## src/rtl/fetch_pc_unit.sv

```systemverilog
// rtl/fetch_pc_unit.sv - instruction fetch PC owner with in-order request/grant fetch and decode FIFO
// Redirects from execute discard buffered entries and drop in-flight responses by count.
module fetch_pc_unit #(
   parameter logic [31:0] RESET_PC = 32'h0000_0000,
   parameter int          DEPTH    = 4
) (
   input  logic        i_clk,
   input  logic        i_rst,
   input  logic        i_ex_valid,
   input  logic        i_pc_sel,
   input  logic [31:0] i_alu_data,
   output logic        o_imem_req,
   output logic [31:0] o_imem_addr,
   input  logic        i_imem_gnt,
   input  logic        i_imem_rvalid,
   input  logic [31:0] i_imem_rdata,
   output logic        o_if_valid,
   output logic [31:0] o_if_instr,
   output logic [31:0] o_if_pc,
   input  logic        i_id_ready
);

   localparam int AW = $clog2(DEPTH);
   localparam int CW = AW + 1;
   localparam logic [CW:0] DEPTH_C = DEPTH[CW:0];

   typedef enum logic [1:0] {
      BOOT,
      RUN,
      FLUSH
   } state_e;

   state_e         state_q;
   logic [31:0]    fetch_pc_q, fetch_pc_d;
   logic [31:0]    resp_pc_q, resp_pc_d;
   logic [CW-1:0]  out_cnt_q, out_cnt_d;
   logic [CW-1:0]  drop_cnt_q, drop_cnt_d;
   logic [CW-1:0]  cnt_q, cnt_d;
   logic [AW-1:0]  wr_ptr_q, wr_ptr_d;
   logic [AW-1:0]  rd_ptr_q, rd_ptr_d;
   logic [31:0]    instr_mem_q [DEPTH];
   logic [31:0]    pc_mem_q [DEPTH];

   logic           redir;
   logic           grant;
   logic           resp;
   logic           drop;
   logic           push;
   logic           pop;
   logic           credit_ok;
   logic [31:0]    target;
   logic [CW-1:0]  live_out;
   logic [CW:0]    credit_sum;

   assign redir      = i_ex_valid & i_pc_sel;
   assign target     = {i_alu_data[31:2], 2'b00};
   // Credit counts buffered plus in-flight words, so every response is guaranteed a FIFO slot.
   assign credit_sum = {1'b0, out_cnt_q} + {1'b0, cnt_q};
   assign credit_ok  = credit_sum < DEPTH_C;

   assign o_imem_req  = (state_q != BOOT) & ~redir & credit_ok;
   assign o_imem_addr = fetch_pc_q;
   assign grant       = o_imem_req & i_imem_gnt;

   assign resp     = i_imem_rvalid & (out_cnt_q != '0);
   assign drop     = resp & (drop_cnt_q != '0);
   assign push     = resp & ~drop & ~redir;
   assign pop      = o_if_valid & i_id_ready & ~redir;
   assign live_out = out_cnt_q - CW'(resp);

   assign o_if_valid = (cnt_q != '0);
   assign o_if_instr = instr_mem_q[rd_ptr_q];
   assign o_if_pc    = pc_mem_q[rd_ptr_q];

   always_comb begin
      fetch_pc_d = grant ? fetch_pc_q + 32'd4 : fetch_pc_q;
      resp_pc_d  = push ? resp_pc_q + 32'd4 : resp_pc_q;
      out_cnt_d  = out_cnt_q + CW'(grant) - CW'(resp);
      drop_cnt_d = drop_cnt_q - CW'(drop);
      wr_ptr_d   = push ? wr_ptr_q + AW'(1) : wr_ptr_q;
      rd_ptr_d   = pop ? rd_ptr_q + AW'(1) : rd_ptr_q;
      cnt_d      = cnt_q + CW'(push) - CW'(pop);
      // A response landing in the redirect cycle is already stale and is not counted again.
      if (redir) begin
         fetch_pc_d = target;
         resp_pc_d  = target;
         drop_cnt_d = live_out;
         wr_ptr_d   = '0;
         rd_ptr_d   = '0;
         cnt_d      = '0;
      end
   end

   always_ff @(posedge i_clk or posedge i_rst) begin
      if (i_rst) begin
         state_q    <= BOOT;
         fetch_pc_q <= RESET_PC;
         resp_pc_q  <= RESET_PC;
         out_cnt_q  <= '0;
         drop_cnt_q <= '0;
         cnt_q      <= '0;
         wr_ptr_q   <= '0;
         rd_ptr_q   <= '0;
         for (int i = 0; i < DEPTH; i++) begin
            instr_mem_q[i] <= '0;
            pc_mem_q[i]    <= RESET_PC;
         end
      end else begin
         fetch_pc_q <= fetch_pc_d;
         resp_pc_q  <= resp_pc_d;
         out_cnt_q  <= out_cnt_d;
         drop_cnt_q <= drop_cnt_d;
         cnt_q      <= cnt_d;
         wr_ptr_q   <= wr_ptr_d;
         rd_ptr_q   <= rd_ptr_d;
         if (push) begin
            instr_mem_q[wr_ptr_q] <= i_imem_rdata;
            pc_mem_q[wr_ptr_q]    <= resp_pc_q;
         end
         case (state_q)
            BOOT:    state_q <= RUN;
            RUN:     if (redir && live_out != '0) state_q <= FLUSH;
            FLUSH:   if (!redir && drop_cnt_d == '0) state_q <= RUN;
            default: state_q <= BOOT;
         endcase
      end
   end

endmodule
```

## config.mk

```make
export PLATFORM = sky130hd
export DESIGN_NAME = fetch_pc_unit
export DESIGN_NICKNAME = d
export VERILOG_FILES = /design/src/rtl/fetch_pc_unit.sv
export SDC_FILE = /design/constraint.sdc
export NUM_CORES = 1
export LEC_CHECK = 0
export CAP_MARGIN = 20
export CORE_MARGIN = 2
export CORE_UTILIZATION = 55
export DETAILED_ROUTE_END_ITERATION = 8
export GPL_TIMING_DRIVEN = 1
export PLACE_DENSITY = 0.78
export SLEW_MARGIN = 15
export SYNTH_ARGS = -nofsm -noshare
export SYNTH_HDL_FRONTEND = slang
export SYNTH_SLANG_ARGS = --single-unit
```

## constraint.sdc

```tcl
create_clock -name i_clk -period 25.5 [get_ports i_clk]
set_clock_uncertainty 0.2 [all_clocks]
set_input_delay 7.65 -clock i_clk [delete_from_list [all_inputs] [get_ports i_clk]]
set_output_delay 7.65 -clock i_clk [all_outputs]
set_load 0.005 [all_outputs]
```

# == Word level (Yosys, flattened, before mapping) ==
# Index checks and enable logic that the tools add are counted.
# W data, S select, Z words.
# word_totals
register_bits,335
latchBits,0
ramBits,0
mem_bits_ro,0
input_bits,71
output_inout_bits,98
wordCells,87
memories,0
# classes
addsub,11
n_mul,0
div,0
order_cmp,4
eq_ne,4
shift,0
muxes,23
bitwise_logic,14
n_reduce_logical,15
# op_table
op,count
$mux W32,9
$bwmux W128,2
$bmux W32 S2,2
$add A32 B3 Y32 const B,2
$demux W32 S2,1
$mux W2,6
$reduce_bool A3 Y1,4
$sub A3 B1 Y3,4
$and A1 B1 Y1,10
$reduce_bool A2 Y1,4
$add A3 B1 Y3,2
$ge A3 B3 Y1 const B,2
$mux W3,2
$not A2 Y3,2
$pmux W2 S3,1
$add A2 B1 Y2 const B,2
$add A3 B3 Y4,1
$lt A4 B3 Y1 const B,1
$ne A2 B2 Y1 const B,2
$logic_and A1 B1 Y1,3
$logic_not A3 Y1,1
$lt A3 B1 Y1 const B,1
$eq A2 B1 Y1 const B,1
$eq A2 B2 Y1 const B,1
4 further kinds,5

# == Logic depth before layout (Yosys ltp) ==
# logic_depth
depth_word,9
ltp_mapped,11
ltp_nobuf,11

# == Worst setup path before layout ==
# OpenSTA, ideal clock, no wires.
# synth_path
kind,input-to-output
from,in i_ex_valid
to,out o_imem_req
arrival_ps,8078
t_required_ps,17650
setup_slack_ps,9572
path_stages,3
path_buffers,1
path_cell_list,a2bb2oi_1 -> and3_1 -> buf_4
# synth_via
elab_chain_cells,4
# synth_rtl
element,line,source
start: declaration,9,"input logic i_ex_valid,"
$and A1 B1 Y1,55,assign redir = i_ex_valid & i_pc_sel;
$not A1 Y1,61,assign o_imem_req = (state_q != BOOT) & ~redir & credit_ok;
$and A1 B1 Y1 (2 in series),61,
end: declaration,12,"output logic o_imem_req,"
# Every way passes these cells.

# == Worst setup path after layout ==
# Ends and elaborated chain as after synthesis.

==> results.toml <==
[status]
status = "finished, final reports clean"

[grt]
overflow = 0
antenna_found_initial = 0
grt_pass1_wl_um = 50800
grt_max_degree = 115
grt_usage = 0.225
grt_pass1_vias = 9557

[route]
wirelength_um = 31100
drt-initial-drc-count = 554
drt-pass1-iter-count = 7
drc_errors = 0
num_vias = 9171
antenna_left = 0
viasPerCell = 5.80
wl_per_cell_um = 19.6

[clocking]
clkLatencyLatePin_ps = 510
cts_resized = 0
cts-root-buf = "clkbuf_16"
cts_buffers = 36
clock_path_buffers = 3
cts_setup_buffers = 0
cts_tree = "yes"
cts_sinks = 323
cts.clk_slew.worst_paths_ps = 60
htreeDepth = 2
hold_buffers = 0

[place]
gp_congestion = 0.834
dpl.hpwl_um = 19400
dp_slack_ps = 8470
io_buffer_count = 162
dp.cells = 1521

[setup_path]
cp_max_fo = 8
rr_endpoint = "out_cnt_q[2]$_DFF_PP0_"
cp-endpoint = "o_imem_req"
r2r-start = "out_cnt_q[2]$_DFF_PP0_"
critical_path_class = "in2out"
cp.arrival_ps = 9220
end_kind = "output pin"
rr_worst_depth = 10
crit_start = "i_ex_valid"
worst_ep_required_time_ps = 17650
worstSetupStartpointType = "input port"
r2r_setup_slack_ps = 22280

[power_and_ir_drop]
power.leakage_uw = 0.00790
power_density_nw_per_um2 = 105
peakVddDrop_v = 0.0000590

[sta]
tns_ps = 0
timing.fmax_mhz = 58.6
setup_ws_ps = 8430
timing.final.crit_share = 0.669
worst_pin_slew_ps = 981
finalHoldViolCount = 0
rsz0062_at_grt = "false"
slew_viol_final = 0
slew_headroom = 0.346
min_period_ps = 17070
finalSetupViolCount = 0

[synthesis]
syn_area_sq_um = 14800
ys_top_cells_by_area = "dfrtp_1 55%, mux2_2 18%, mux4_2 9.4%, xnor2_1 2.3%, a21oi_1 1.6%"
ys_warn_count = 0
synth_edf_count = 0
synth_ff_type = "dfrtp_1"
yosysSeqAreaShare = 0.547
synth.distinct_cells = 45
avgSynthCellArea_sq_um = 13.7
synth_top_area_share = 0.547
syn_inst = 1080
async_reset_ff_frac = 1.00
yosysTopAreaCell = "dfrtp_1"
ys_ff_latch = 323

[run]
maxCapViolations = 0

[floorplan]
fp.dieW_um = 168
coreArea_sq_um = 26700
rows = 60
ioPinCount = 169
die_area_sq_um = 28200
initial_core_util = 0.555
die_y_um = 168

[layout]
syn_to_final_growth_pct = 20.0
layout_commonest_cell = "dfrtp_1"
n_fill_cell = 1899
most-common-layout-cells = "321 x dfrtp_1, 232 x mux2_2, 162 x clkdlybuf4s50_1"
drive_gt1_frac = 0.300
num-nets-final = 1307
fin_util = 0.666
fin_cells = 1581
num_antenna_cells = 0

[hold_path]
hold_path.class = "reg2reg"
[worst max-delay path: stages]
cell and delay, ps:
clkdlybuf4s50_1 460, a2bb2oi_1 200, and3_1 350, clkdlybuf4s50_1 560
[per-stage QoR]
stage | area, sq um | total power, uW | hold WS, ps
6_report | 17700 | 1870 | 278
4_1_cts | 17700 | 1890 | 281
3_3_place_gp | 16600 | 1350 | 257
2_1_floorplan | 14800 | 1120 | 245
5_1_grt | 17700 | 1970 | 309
3_5_place_dp | 16600 | 1380 | 268
[cells in the mapped netlist, types with 2 or more instances]
cell,number
a21oi_1,47
a31oi_1,14
and2_1,3
and3_1,8
and4_1,9
buf_1,3
buf_2,43
buf_4,6
clkbuf_1,22
dfrtp_1,323
fa_1,2
ha_1,16
inv_1,22
mux2_2,232
mux2i_1,4
mux4_2,62
nand2_1,45
nand3_1,20
nand4_1,13
nor2_1,52
nor3_1,12
nor4_1,11
o21ai_0,26
o31ai_1,2
or3_1,12
or4_1,2
xnor2_1,38
xor2_1,14
[sequential cells by signal (all words and copies together) (netlist names)]
| register | cells |
|---|---|
| cnt_q | 3 |
| drop_cnt_q | 3 |
| instr_mem_q | 128 |
| o_imem_addr | 30 |
| out_cnt_q | 3 |
| pc_mem_q | 120 |
| rd_ptr_q | 2 |
| resp_pc_q | 30 |
| state_q | 2 |
| wr_ptr_q | 2 |
[power by group]
| group | internal, uW | total [uW] | switching [uW] |
|---|---|---|---|
| clock | 308 | 505 | 197 |
| sequential | 659 | 773 | 114 |
| combinational | 382 | 590 | 209 |
[how the worst min path moves through the flow]
stage                                         start                   endpoint  cells past startpoint
after global routing        pc_mem_q[5]$_DFFE_PP0P_    pc_mem_q[5]$_DFFE_PP0P_                      2
final                      pc_mem_q[22]$_DFFE_PP0P_   pc_mem_q[22]$_DFFE_PP0P_                      2
after global placement    pc_mem_q[118]$_DFFE_PP0P_  pc_mem_q[118]$_DFFE_PP0P_                      2
after floorplan            pc_mem_q[37]$_DFFE_PP0P_   pc_mem_q[37]$_DFFE_PP0P_                      2
after CTS                  pc_mem_q[22]$_DFFE_PP0P_   pc_mem_q[22]$_DFFE_PP0P_                      2
after detailed placement   pc_mem_q[22]$_DFFE_PP0P_   pc_mem_q[22]$_DFFE_PP0P_                      2
[cell families (layout without fill, tap and decap cells)]
kind of cell	Yosys count	after routing	synth area share
AOI/OAI and AO/OA	97	97	0.0361
xor gates and xnor gates	52	52	0.0308
and+or+nand+nor	194	194	0.0662
DFF	323	323	0.547
buffers and inverters	97	254	0.0299
adders and majority gates	18	18	0.0162
other	1	4	0.000254
muxes	298	298	0.274
[layout make-up]
cell class	count	area, sq um	area share
clock buffer	51	1060	0.0596
clock inverter	9	101	0.00571
inverter	22	90.1	0.00508
multi-input combinational	663	6280	0.354
sequential	323	8090	0.456
tap	341	427	0.0240
timing repair buffer	172	1700	0.0958
[layer usage]
| metal | vias to the layer above | wire length [um] | track usage |
|---|---|---|---|
| met2 | 255 | 14900 | 0.370 |
| met5 | - | 0 | 0 |
| li1 | 4189 | - | - |
| met4 | 0 | 450 | 0.0518 |
| met1 | 4688 | 14100 | 0.318 |
| met3 | 39 | 1620 | 0.0397 |
No activity file was read; power rests on OpenSTA's default activity.
